## config.mk

```make
export PLATFORM = sky130hd
export DESIGN_NAME = mem_arbiter
export DESIGN_NICKNAME = d
export VERILOG_FILES = /design/src/rtl/mem_arb_pkg.sv /design/src/rtl/mem_arb_rsp_slot.sv /design/src/rtl/mem_arbiter.sv
export SDC_FILE = /design/constraint.sdc
export NUM_CORES = 1
export LEC_CHECK = 0
export ABC_AREA = 1
export CORE_ASPECT_RATIO = 1.75
export CORE_MARGIN = 2
export CORE_UTILIZATION = 36
export CTS_CLUSTER_SIZE = 25
export DETAILED_ROUTE_END_ITERATION = 7
export GPL_ROUTABILITY_DRIVEN = 0
export PLACE_DENSITY = 0.86
export SLEW_MARGIN = 20
export SYNTH_ARGS = -nofsm -noshare
export SYNTH_HDL_FRONTEND = slang
export SYNTH_SLANG_ARGS = --single-unit
```

## constraint.sdc

```tcl
create_clock -name clk -period 1.5 [get_ports clk]
set_input_delay 0.15 -clock clk [delete_from_list [all_inputs] [get_ports clk]]
set_output_delay 0.15 -clock clk [all_outputs]
set_load 0.02 [all_outputs]
```

## src/rtl/mem_arb_pkg.sv

```systemverilog
// Shared types and default widths for the two-port memory arbiter.
package mem_arb_pkg;

  localparam int DEF_ADDR_W = 32;
  localparam int DEF_DATA_W = 32;

  typedef enum logic [1:0] {
    IDLE  = 2'd0,
    FRESH = 2'd1,
    HELD  = 2'd2
  } rsp_state_e;

  typedef enum logic {
    REQ_IFU = 1'b0,
    REQ_LSU = 1'b1
  } req_id_e;

endpackage

```

## src/rtl/mem_arb_rsp_slot.sv

```systemverilog
// One per-port response slot: tracks the outstanding operation and keeps the
// read data in a hold register if the requester stalls.
module mem_arb_rsp_slot
  import mem_arb_pkg::*;
#(
  parameter int DATA_W = DEF_DATA_W
) (
  input  logic              clk,
  input  logic              rst_n,
  input  logic              grant_i,
  input  logic              grant_rd_i,
  input  logic [DATA_W-1:0] mem_rd_data_i,
  input  logic              rsp_ready_i,
  output rsp_state_e        state_o,
  output logic              rsp_valid_o,
  output logic [DATA_W-1:0] rsp_data_o
);

  rsp_state_e        state_q, state_d;
  logic              is_rd_q, is_rd_d;
  logic [DATA_W-1:0] hold_q, hold_d;
  logic [DATA_W-1:0] fresh_data;

  // Valid/ready: a response transfers in any cycle where rsp_valid_o and
  // rsp_ready_i are both high; rsp_valid_o never drops before that transfer.
  always_comb begin
    state_d     = state_q;
    is_rd_d     = is_rd_q;
    hold_d      = hold_q;
    rsp_valid_o = 1'b0;
    rsp_data_o  = '0;
    fresh_data  = is_rd_q ? mem_rd_data_i : '0;

    if (grant_i) begin
      is_rd_d = grant_rd_i;
    end

    case (state_q)
      IDLE: begin
        if (grant_i) state_d = FRESH;
      end
      FRESH: begin
        rsp_valid_o = 1'b1;
        rsp_data_o  = fresh_data;
        if (rsp_ready_i) begin
          state_d = grant_i ? FRESH : IDLE;
        end else begin
          // Capture now: the memory output register may change next cycle.
          hold_d  = fresh_data;
          state_d = HELD;
        end
      end
      HELD: begin
        rsp_valid_o = 1'b1;
        rsp_data_o  = hold_q;
        if (rsp_ready_i) begin
          state_d = grant_i ? FRESH : IDLE;
        end
      end
      default: state_d = IDLE;
    endcase
  end

  always_ff @(posedge clk or negedge rst_n) begin
    if (!rst_n) begin
      state_q <= IDLE;
      is_rd_q <= 1'b0;
      hold_q  <= '0;
    end else begin
      state_q <= state_d;
      is_rd_q <= is_rd_d;
      hold_q  <= hold_d;
    end
  end

  assign state_o = state_q;

endmodule

```

## src/rtl/mem_arbiter.sv

```systemverilog
// Round-robin arbiter sharing one single-port memory between the IFU (read)
// and LSU (read/write) ports, with a per-port buffered response channel.
module mem_arbiter
  import mem_arb_pkg::*;
#(
  parameter int ADDR_W = DEF_ADDR_W,
  parameter int DATA_W = DEF_DATA_W
) (
  input  logic                clk,
  input  logic                rst_n,
  input  logic                i_ifu_req_valid,
  output logic                o_ifu_req_ready,
  input  logic [ADDR_W-1:0]   i_ifu_addr,
  output logic                o_ifu_rsp_valid,
  input  logic                i_ifu_rsp_ready,
  output logic [DATA_W-1:0]   o_ifu_rsp_data,
  input  logic                i_lsu_req_valid,
  output logic                o_lsu_req_ready,
  input  logic [ADDR_W-1:0]   i_lsu_addr,
  input  logic [DATA_W-1:0]   i_lsu_wr_data,
  input  logic [DATA_W/8-1:0] i_lsu_wr_en,
  output logic                o_lsu_rsp_valid,
  input  logic                i_lsu_rsp_ready,
  output logic [DATA_W-1:0]   o_lsu_rsp_data,
  output logic [ADDR_W-1:0]   o_mem_addr,
  output logic [DATA_W-1:0]   o_mem_wr_data,
  output logic [DATA_W/8-1:0] o_mem_wr_en,
  output logic                o_mem_rd_en,
  input  logic [DATA_W-1:0]   i_mem_rd_data
);

  req_id_e    last_grant_q, last_grant_d;
  rsp_state_e ifu_state, lsu_state;
  logic       ifu_free, lsu_free, ifu_elig, lsu_elig;
  logic       ifu_win, lsu_win, lsu_is_rd;

  assign lsu_is_rd = ~|i_lsu_wr_en;

  // A slot can take a new request if empty or if its response leaves this cycle;
  // this makes rsp_ready -> req_ready a deliberate combinational path.
  assign ifu_free = (ifu_state == IDLE) || (o_ifu_rsp_valid && i_ifu_rsp_ready);
  assign lsu_free = (lsu_state == IDLE) || (o_lsu_rsp_valid && i_lsu_rsp_ready);

  always_comb begin
    ifu_elig      = rst_n && i_ifu_req_valid && ifu_free;
    lsu_elig      = rst_n && i_lsu_req_valid && lsu_free;
    ifu_win       = 1'b0;
    lsu_win       = 1'b0;
    last_grant_d  = last_grant_q;
    o_mem_addr    = '0;
    o_mem_wr_data = '0;
    o_mem_wr_en   = '0;
    o_mem_rd_en   = 1'b0;

    if (ifu_elig && lsu_elig) begin
      ifu_win = (last_grant_q == REQ_LSU);
      lsu_win = (last_grant_q == REQ_IFU);
    end else begin
      ifu_win = ifu_elig;
      lsu_win = lsu_elig;
    end

    if (ifu_win) begin
      last_grant_d = REQ_IFU;
      o_mem_addr   = i_ifu_addr;
      o_mem_rd_en  = 1'b1;
    end else if (lsu_win) begin
      last_grant_d  = REQ_LSU;
      o_mem_addr    = i_lsu_addr;
      o_mem_wr_data = i_lsu_wr_data;
      o_mem_wr_en   = i_lsu_wr_en;
      o_mem_rd_en   = lsu_is_rd;
    end
  end

  assign o_ifu_req_ready = ifu_win;
  assign o_lsu_req_ready = lsu_win;

  always_ff @(posedge clk or negedge rst_n) begin
    if (!rst_n) last_grant_q <= REQ_LSU;
    else        last_grant_q <= last_grant_d;
  end

  mem_arb_rsp_slot #(.DATA_W(DATA_W)) u_ifu_slot (
    .clk           (clk),
    .rst_n         (rst_n),
    .grant_i       (ifu_win),
    .grant_rd_i    (1'b1),
    .mem_rd_data_i (i_mem_rd_data),
    .rsp_ready_i   (i_ifu_rsp_ready),
    .state_o       (ifu_state),
    .rsp_valid_o   (o_ifu_rsp_valid),
    .rsp_data_o    (o_ifu_rsp_data)
  );

  mem_arb_rsp_slot #(.DATA_W(DATA_W)) u_lsu_slot (
    .clk           (clk),
    .rst_n         (rst_n),
    .grant_i       (lsu_win),
    .grant_rd_i    (lsu_is_rd),
    .mem_rd_data_i (i_mem_rd_data),
    .rsp_ready_i   (i_lsu_rsp_ready),
    .state_o       (lsu_state),
    .rsp_valid_o   (o_lsu_rsp_valid),
    .rsp_data_o    (o_lsu_rsp_data)
  );

endmodule

```

Word level (Yosys, flattened, before mapping)
Index checks and enable logic that the tools add are counted.
W data, S select, Z words.
{"block": "op_classes", "n_eq_ne": 8, "mux": 28, "bitwise_logic": 3, "reduce_logical": 20}
{"op": "$mux W32", "count": 6}
{"op": "$pmux W32 S2", "count": 2}
{"op": "$mux W2", "count": 6}
{"op": "$pmux W2 S3", "count": 2}
{"op": "$mux W1", "count": 10}
{"op": "$mux W4", "count": 2}
{"op": "$reduce_and A2 Y1", "count": 4}
{"op": "$logic_and A1 B1 Y1", "count": 7}
{"op": "$eq A2 B1 Y1 const B", "count": 2}
{"op": "$eq A2 B2 Y1 const B", "count": 2}
{"op": "$logic_not A2 Y1", "count": 2}
{"op": "$ne A2 B1 Y1 const B", "count": 2}
{"op": "$ne A2 B2 Y1 const B", "count": 2}
{"op": "$reduce_or A2 Y1", "count": 2}
{"op": "$reduce_or A4 Y1", "count": 1}
{"op": "$not A1 Y1", "count": 3}
{"op": "$logic_or A1 B1 Y1", "count": 2}
{"op": "$reduce_bool A2 Y1", "count": 1}
{"op": "$logic_not A1 Y1", "count": 1}
{"block": "totals", "ff_bits": 71, "in_bits": 138}

Logic depth before layout (Yosys ltp)
Gate-level depths: netlist of run 1.
{"block": "logic_depth", "word_depth": 11, "ltp_mapped": 10, "mapped_depth_nobuf": 10}

Modules after synthesis
Synthesis of run 1 repeated with hierarchy kept, for this count alone.
{"block": "hier_totals", "hier_cells": 773, "area_unflattened_um2": 5143.7}
{"module": "mem_arb_rsp_slot", "instances": 2, "cells_each": 280, "area_per_inst_um2": 2089.5, "seq_area_each_um2": 875.8}
{"module": "mem_arbiter", "instances": 1, "cells_each": 213, "area_per_inst_um2": 964.7, "seq_area_each_um2": 26.3}

Worst setup path before layout of run 1
Ideal clock, no wire load.
{"block": "synth_timing", "kind": "register to output", "from": "reg u_lsu_slot.state_q[0] (netlist: u_lsu_slot.state_o[0])", "to": "out o_mem_addr[22]", "t_arrival_ps": 1650, "required_ps": 1350, "path_slack_ps": -300, "path_stages_with_launch": 10, "path_buffers": 1, "path_cell_list": "dfrtp_1 > inv_1 > ha_1 > nand2_4 > a21oi_4 > nand2_4 > inv_4 > buf_4 > nand2_1 > nand2_1"}
{"block": "synth_between", "elab_chain_len": 10}
{"element": "from (decl)", "line_no": "mem_arb_rsp_slot.sv:19", "source": "rsp_state_e state_q, state_d;"}
{"element": "from (signal assigned)", "line_no": "mem_arb_rsp_slot.sv:70", "source": "state_q <= state_d;"}
{"element": "$eq A2 B1 Y1 or $eq A2 B2 Y1 (tied branches)", "line_no": "mem_arb_rsp_slot.sv:38", "source": "case (state_q)"}
{"element": "$reduce_or A2 Y1 (no line) (*)"}
{"element": "$mux W1 (*)", "line_no": "mem_arb_rsp_slot.sv:38"}
{"element": "net o_lsu_rsp_valid", "line_no": "mem_arbiter.sv:22", "source": "output logic o_lsu_rsp_valid,"}
{"element": "$logic_and A1 B1 Y1 (*)", "line_no": "mem_arbiter.sv:42", "source": "assign lsu_free = (lsu_state == IDLE) || (o_lsu_rsp_valid && i_lsu_rsp_ready);"}
{"element": "$logic_or A1 B1 Y1 (*)", "line_no": "mem_arbiter.sv:42"}
{"element": "$logic_and A1 B1 Y1 (*)", "line_no": "mem_arbiter.sv:46", "source": "lsu_elig = rst_n && i_lsu_req_valid && lsu_free;"}
{"element": "$logic_and A1 B1 Y1", "line_no": "mem_arbiter.sv:55", "source": "if (ifu_elig && lsu_elig) begin"}
{"element": "$mux W1 (*)", "line_no": "mem_arbiter.sv:55"}
{"element": "net o_lsu_req_ready", "line_no": "mem_arbiter.sv:18", "source": "output logic o_lsu_req_ready,"}
{"element": "$mux W32 (*)", "line_no": "mem_arbiter.sv:67", "source": "end else if (lsu_win) begin"}
{"element": "$mux W32 (*)", "line_no": "mem_arbiter.sv:63", "source": "if (ifu_win) begin"}
{"element": "to (decl)", "line_no": "mem_arbiter.sv:25", "source": "output logic [ADDR_W-1:0] o_mem_addr,"}
The timed path passes the listed nets; every way through them passes the cells marked *.

Final worst setup path of run 1
{"block": "layout_timing", "from": "reg u_lsu_slot.state_q[1] (netlist: u_lsu_slot.state_o[1])", "to": "reg u_lsu_slot.hold_q[12]"}
{"block": "layout_between", "elab_chain_len": 2}
{"element": "$eq A2 B1 Y1", "line_no": "mem_arb_rsp_slot.sv:38"}
{"element": "$reduce_and A2 Y1 (no line)"}
{"element": "to (signal assigned)", "line_no": "mem_arb_rsp_slot.sv:72", "source": "hold_q <= hold_d;"}
{"element": "to (decl)", "line_no": "mem_arb_rsp_slot.sv:21", "source": "logic [DATA_W-1:0] hold_q, hold_d;"}
No other way between the ends.
A chain may end at the register's enable or synchronous reset.

==> key figures, run 1 <==
Clock network
  • Worst skew pair latency: 0.35 ns
  • CTS sink count: 71
  • CTS Buf Count: 9
  • Clock slew at reported path FFs: 0.06 ns
  • H-Tree Level Count: 3
  • CTS tree: yes
  • Clock Path Buffers: 2
  • Clk root buf: clkbuf_16

Worst setup path
  • CP Class: flop to flop
  • CP Data Arrival Time: 2.46 ns
  • R2r endpoint: u_lsu_slot.hold_q[12]$_DFFE_PN0P_
  • Crit-path cells: inv_2 -> buf_4 -> buf_4 -> ha_4 -> buf_12 -> clkbuf_16 -> clkinvlp_4 -> buf_6 -> buf_12 -> o21ai_0 -> nand2_1
  • Buffers and inverters on the worst path: 8
  • CP max stage delay: 0.40 ns
  • Crit path launch: u_lsu_slot.state_o[1]$_DFFE_PN0P_
  • CP Launch Type: flop
  • Worst R2R Path Depth: 11
  • CP max FO: 14
  • Slowest CP cell: dfrtp_1
  • Crit path required time: 1.71 ns
  • Element type at the critical path end: flop
  • Critical path's top delay family: buffers and inverters
  • Reg-to-reg critical path startpoint: u_lsu_slot.state_o[1]$_DFFE_PN0P_
  • Worst R2R Setup Slack: -0.75 ns

Hold path
  • Hold EP: last_grant_q$_DFFE_PN1P_
  • Worst hold path class: input port to flop
  • Hold Path Depth: 5
  • Hold_sp: rst_n

Route
  • Vias: 7,960
  • Max Used Layer: met4
  • ANT nets after route: 0
  • Pre-antenna DRT Iters: 6
  • Met1 wire length: 10,200 um
  • Vias per cell: 6.02
  • Routed len/inst: 25.5 um
  • DRC errors left: 0
  • Drt first-iter violations: 791
  • Post-Route WL: 33,800 um
  • Met2 routed WL: 16,000 um
  • Met3 routed WL: 3910 um

Global routing
  • GRT Overall Usage: 0.319
  • Global-route wire length before repair: 37,300 um
  • Largest net degree at the start of global routing: 67
  • Initial antenna violation count: 1
  • Vias in the first global route: 6,851
  • Total gr overflow: 0

Status
  • Failing checks: negative setup slack
  • Status: complete, but fails checks

STA
  • Measured slew at the worst slew-check pin: 0.653 ns
  • Crit path time final: 2.25 ns
  • Post-route setup slack: -0.751 ns
  • Final period utilization: 1.50
  • Final clock skew: 0.0111 ns
  • Setup TNS: -119.85 ns
  • Max Slew Vio Count: 0
  • Final number of setup-violating endpoints: 206
  • RSZ-0062 raised after global routing: yes
  • Slew HR: 0.565
  • Fmax: 0.444 GHz
  • Final Hold Viols: 0

Floorplanning
  • Number of cell rows: 57
  • Top Ports: 275
  • Horiz. Die Dim: 94.4 um
  • Initial cell density of the core: 0.370
  • Core area: 13,900 um2
  • Die Ht: 162 um
  • Die area: 15,300 um2

Cells and area
  • Ant. Diodes: 0
  • Area growth from synthesis to layout: 131%
  • Most frequent cells in the layout: 166 x nand2_1, 136 x clkdlybuf4s50_1, 120 x buf_6
  • Fin area: 11,900 um2
  • Share of cells above drive strength 1: 0.557
  • Fin nets: 1,287
  • Most common cell after layout, fill and taps aside: nand2_1

Logic synthesis
  • Post-synthesis cell type count: 25
  • Syn nets: 906
  • Synthesized area per cell: 6.78 um2
  • Syn Inst Count: 760
  • Area of the mapped netlist: 5150 um2
  • Post-synth top area cell: dfrtp_1
  • Yosys reg bits: 71
  • Synth Warn #: 0
  • Sequential share of the synthesized area: 0.345
  • Post-synth top area share: 0.340
  • Synth area leaders: dfrtp_1 34%, nand2_1 18%, nand3_1 13%, nor2_4 6.6%, o21ai_0 6.5%

Place
  • Area after DPL: 9000 um2
  • Port Buffer Count: 274
  • DP HPWL: 15,700 um
  • Worst slack, placed: -0.824 ns

Power and ir drop
  • Pwr dens: 1660 nW/um2
  • P_leak: 5.16 nW
  • Peak supply drop: 1070 uV
  • Total power: 19.7 mW

Job
  • Max-cap violations: 0
[metrics by stage]
step	hold WS (ns)	utilization	std cells
2_1_floorplan	-0.146	-	760
4_1_cts	0.345	0.710	1274
6_report	0.455	0.854	1323
3_5_place_dp	0.121	0.647	1233
5_1_grt	0.469	0.854	1323
3_3_place_gp	0.121	0.647	1233
[sequential cells by signal, indices dropped and copies added (netlist names)]
signal / flops
u_ifu_slot.hold_q: 32
u_lsu_slot.hold_q: 32
u_ifu_slot.state_o: 2
u_lsu_slot.state_o: 2
last_grant_q: 1
u_ifu_slot.is_rd_q: 1
u_lsu_slot.is_rd_q: 1
[synthesized netlist by cell type (all sizes together)]
cell type / number
nand3: 131
nor3: 1
nor2: 38
o2111ai: 2
ha: 8
buf: 29
a21oi: 66
dfstp: 1
dfrtp: 70
nand2: 251
or2: 3
o21ai: 67
clkbuf: 37
inv: 56
[power by group]
group | switching, mW | total [mW] | internal [mW]
logic | 7.72 | 14.0 | 6.25
registers | 0.556 | 3.12 | 2.56
clock network | 0.926 | 2.64 | 1.72
total | 9.21 | 19.7 | 10.5
[tightest hold or removal path, cell delays in order]
cell     delay (ns)
buf_4          0.15
nand2_1        0.14
a21oi_4        0.06
o21ai_0        0.23
inv_1          0.06
[metal layers]
| layer | global-route usage | vias to the layer above |
|---|---|---|
| li1 | - | 3240 |
| met1 | 0.358 | 3672 |
| met2 | 0.559 | 755 |
| met3 | 0.0626 | 293 |
| met4 | 0.173 | 0 |
| met5 | 0 | - |
[timing repair]
action	CTS	global route
endpoints found under the setup margin	206	272
gates resized for setup	634	460
endpoints found under the hold margin	5	0
buffers inserted	12	40
hold buffers	1	0
cloned	12	16
pin swaps	10	72
[layout make-up]
cell class	instances	area, um2
flip-flops and latches	71	1780
fillers	655	2020
inverters	56	243
clock buffers	11	253
clock inverters	5	104
repair buffers	436	4910
well taps	177	221
multi-input cells	567	4370
[cells by family (layout without fill, tap and decap cells)]
kind of cell    after synthesis  in the layout  synth area share
fa+ha+maj                     8              8            0.0194
flops                        71             71             0.345
compound gates              135            135             0.135
simple gates                424            424             0.391
buf+inv                     122            508             0.110
[worst max-delay path by stage]
stage,end,cells past startpoint
final,u_lsu_slot.hold_q[12]$_DFFE_PN0P_,11
after global routing,u_ifu_slot.hold_q[29]$_DFFE_PN0P_,9
after CTS,o_mem_wr_data[2],10
after detailed placement,o_mem_rd_en,9
after global placement,o_mem_rd_en,9
after floorplan,o_mem_wr_data[10],8
Power figures use the tool's default switching activity.
==> run 2, diff against run 1 <==
Settings changed: SKIP_CTS_REPAIR_TIMING from default to 1.
==> run 2 against run 1 <==
The flow still finishes with violations (negative setup slack). Clock-buffer cell count is the same. Clock power is 2% lower. Largest cell class unchanged. Routed wire length down 23%. Core utilization down 12 points. Setup slack better by 0.15 ns. Flip-flop and latch count is the same. Sequential power shrank 6%. Highest routed layer unchanged. Combinational power fell by 26%.
==> key figures, run 2 (synthesis gave the netlist of run 1 again) <==
Global routing
  • Initial antenna violation count: 0
  • Total gr overflow: 0
  • Vias in the first global route: 6,455
  • GRT Overall Usage: 0.277
  • Largest net degree at the start of global routing: 67
  • Global-route wire length before repair: 32,900 um

Worst setup path
  • CP Class: flop to primary output
  • CP Data Arrival Time: 1.95 ns
  • CP max FO: 9
  • CP Launch Type: flop
  • Crit path required time: 1.35 ns
  • Element type at the critical path end: primary output

STA
  • Slew HR: 0.403
  • Fmax: 0.476 GHz
  • Post-route setup slack: -0.602 ns
  • Measured slew at the worst slew-check pin: 0.896 ns
  • Final clock skew: 0.00577 ns
  • Final Hold Viols: 0
  • Final period utilization: 1.40
  • Max Slew Vio Count: 0
  • Final number of setup-violating endpoints: 207
  • Setup TNS: -85.27 ns
  • RSZ-0062 raised after global routing: yes
  • Crit path time final: 2.10 ns

Place
  • Area after DPL: 9000 um2
  • Port Buffer Count: 274
  • Dpl cells: 1,233
  • Worst slack, placed: -0.824 ns
  • DP HPWL: 15,700 um

Clock network
  • Clk root buf: clkbuf_16
  • Clock slew at reported path FFs: 0.06 ns
  • CTS sink count: 71
  • H-Tree Level Count: 3
  • Clock Path Buffers: 2
  • CTS tree: yes
  • Worst skew pair latency: 0.34 ns
  • CTS Buf Count: 9

Floorplanning
  • Horiz. Die Dim: 94.4 um
  • Initial cell density of the core: 0.370
  • Top Ports: 275
  • Die area: 15,300 um2
  • Number of cell rows: 57
  • Die Ht: 162 um
  • Core area: 13,900 um2

Power and ir drop
  • Part of the power in registers: 0.185
  • Switch Pwr: 7.14 mW
  • Sw frac: 0.450
  • Int Pwr: 8.72 mW
  • Pwr dens: 1560 nW/um2
  • Comb power frac: 0.652
  • Total power: 15.9 mW
  • P_leak: 4.88 nW
  • Peak supply drop: 1220 uV
  • Clock share of power: 0.163

Cells and area
  • Most frequent cells in the layout: 200 x nand2_1, 137 x clkdlybuf4s50_1, 117 x buf_4
  • Biggest regs: u_ifu_slot.hold_q x32, u_lsu_slot.hold_q x32
  • Fin nets: 1,238
  • Share of cells above drive strength 1: 0.404
  • Fin cells: 1,274
  • Most common cell after layout, fill and taps aside: nand2_1
  • Fin area: 10,200 um2
  • Fill cells: 1,020
  • Ant. Diodes: 0
  • Area growth from synthesis to layout: 97.1%

Route
  • Vias: 7,004
  • DRC errors left: 0
  • Routed len/inst: 20.4 um
  • Post-Route WL: 25,900 um
  • ANT nets after route: 0
  • Drt first-iter violations: 714
  • Pre-antenna DRT Iters: 5
  • Vias per cell: 5.50

Job
  • Max-cap violations: 0

Status
  • Failing checks: negative setup slack
  • Status: complete, but fails checks

Hold path
  • Worst hold path class: input port to flop
run 2: cell type report:
class                           instances  area (um2)  area share
Clock buffer                           11         253      0.0249
Clock inverter                          5         104      0.0102
Inverter                               56         235      0.0232
Multi-Input combinational cell        567        3540       0.348
Sequential cell                        71        1780       0.175
Tap cell                              177         221      0.0218
Timing Repair Buffer                  387        4030       0.396
run 2: power by group through the flow:
stage               combinational, mW  sequential, mW  clock (mW)
global placement                 8.01            2.87           0
CTS                              8.18            2.88        2.56
floorplan                        4.54            2.83           0
global route                     10.8            2.98        2.66
finish                           10.3            2.93        2.58
detailed placement               8.13            2.91           0
run 2: layer usage:
metal  GRT usage  share of wire  vias up
met2       0.494           0.51      488
met3      0.0571           0.10      118
met1       0.312           0.32     3277
met5           0              0        -
li1            -              -     3121
met4       0.125          0.065        0
run 2: worst max-delay path, cell delays in order, from the launching register on:
cell and delay (ns):
dfrtp_1 0.38, inv_2 0.07, ha_4 0.28, nand2_4 0.05
nand2_2 0.06, nand3_2 0.08, nand2_4 0.15, buf_12 0.18
clkbuf_16 0.18, nor2_4 0.04, buf_6 0.12
run 2: worst paths after layout:
kind,from,end,slack (ns),depth (start not counted)
worst max-delay path,u_ifu_slot.state_o[0]$_DFFE_PN0P_,o_mem_wr_data[5],-0.60,10
worst min-delay path,rst_n,last_grant_q$_DFFE_PN1P_,0.36,6
worst max register to register,u_lsu_slot.state_o[1]$_DFFE_PN0P_,u_lsu_slot.hold_q[4]$_DFFE_PN0P_,-0.38,9
worst min register to register,u_lsu_slot.hold_q[14]$_DFFE_PN0P_,u_lsu_slot.hold_q[14]$_DFFE_PN0P_,0.51,2
max in group asynchronous,rst_n,u_ifu_slot.is_rd_q$_DFFE_PN0N_,0,4
min in group asynchronous,rst_n,u_lsu_slot.hold_q[29]$_DFFE_PN0P_,0.43,3
run 2: per-stage QoR:
| stage | utilization | hold slack (ns) |
|---|---|---|
| after floorplan | - | -0.146 |
| after global placement | 0.647 | 0.121 |
| after detailed placement | 0.647 | 0.121 |
| after CTS | 0.673 | -0.235 |
| after global routing | 0.730 | 0.376 |
| final | 0.730 | 0.358 |
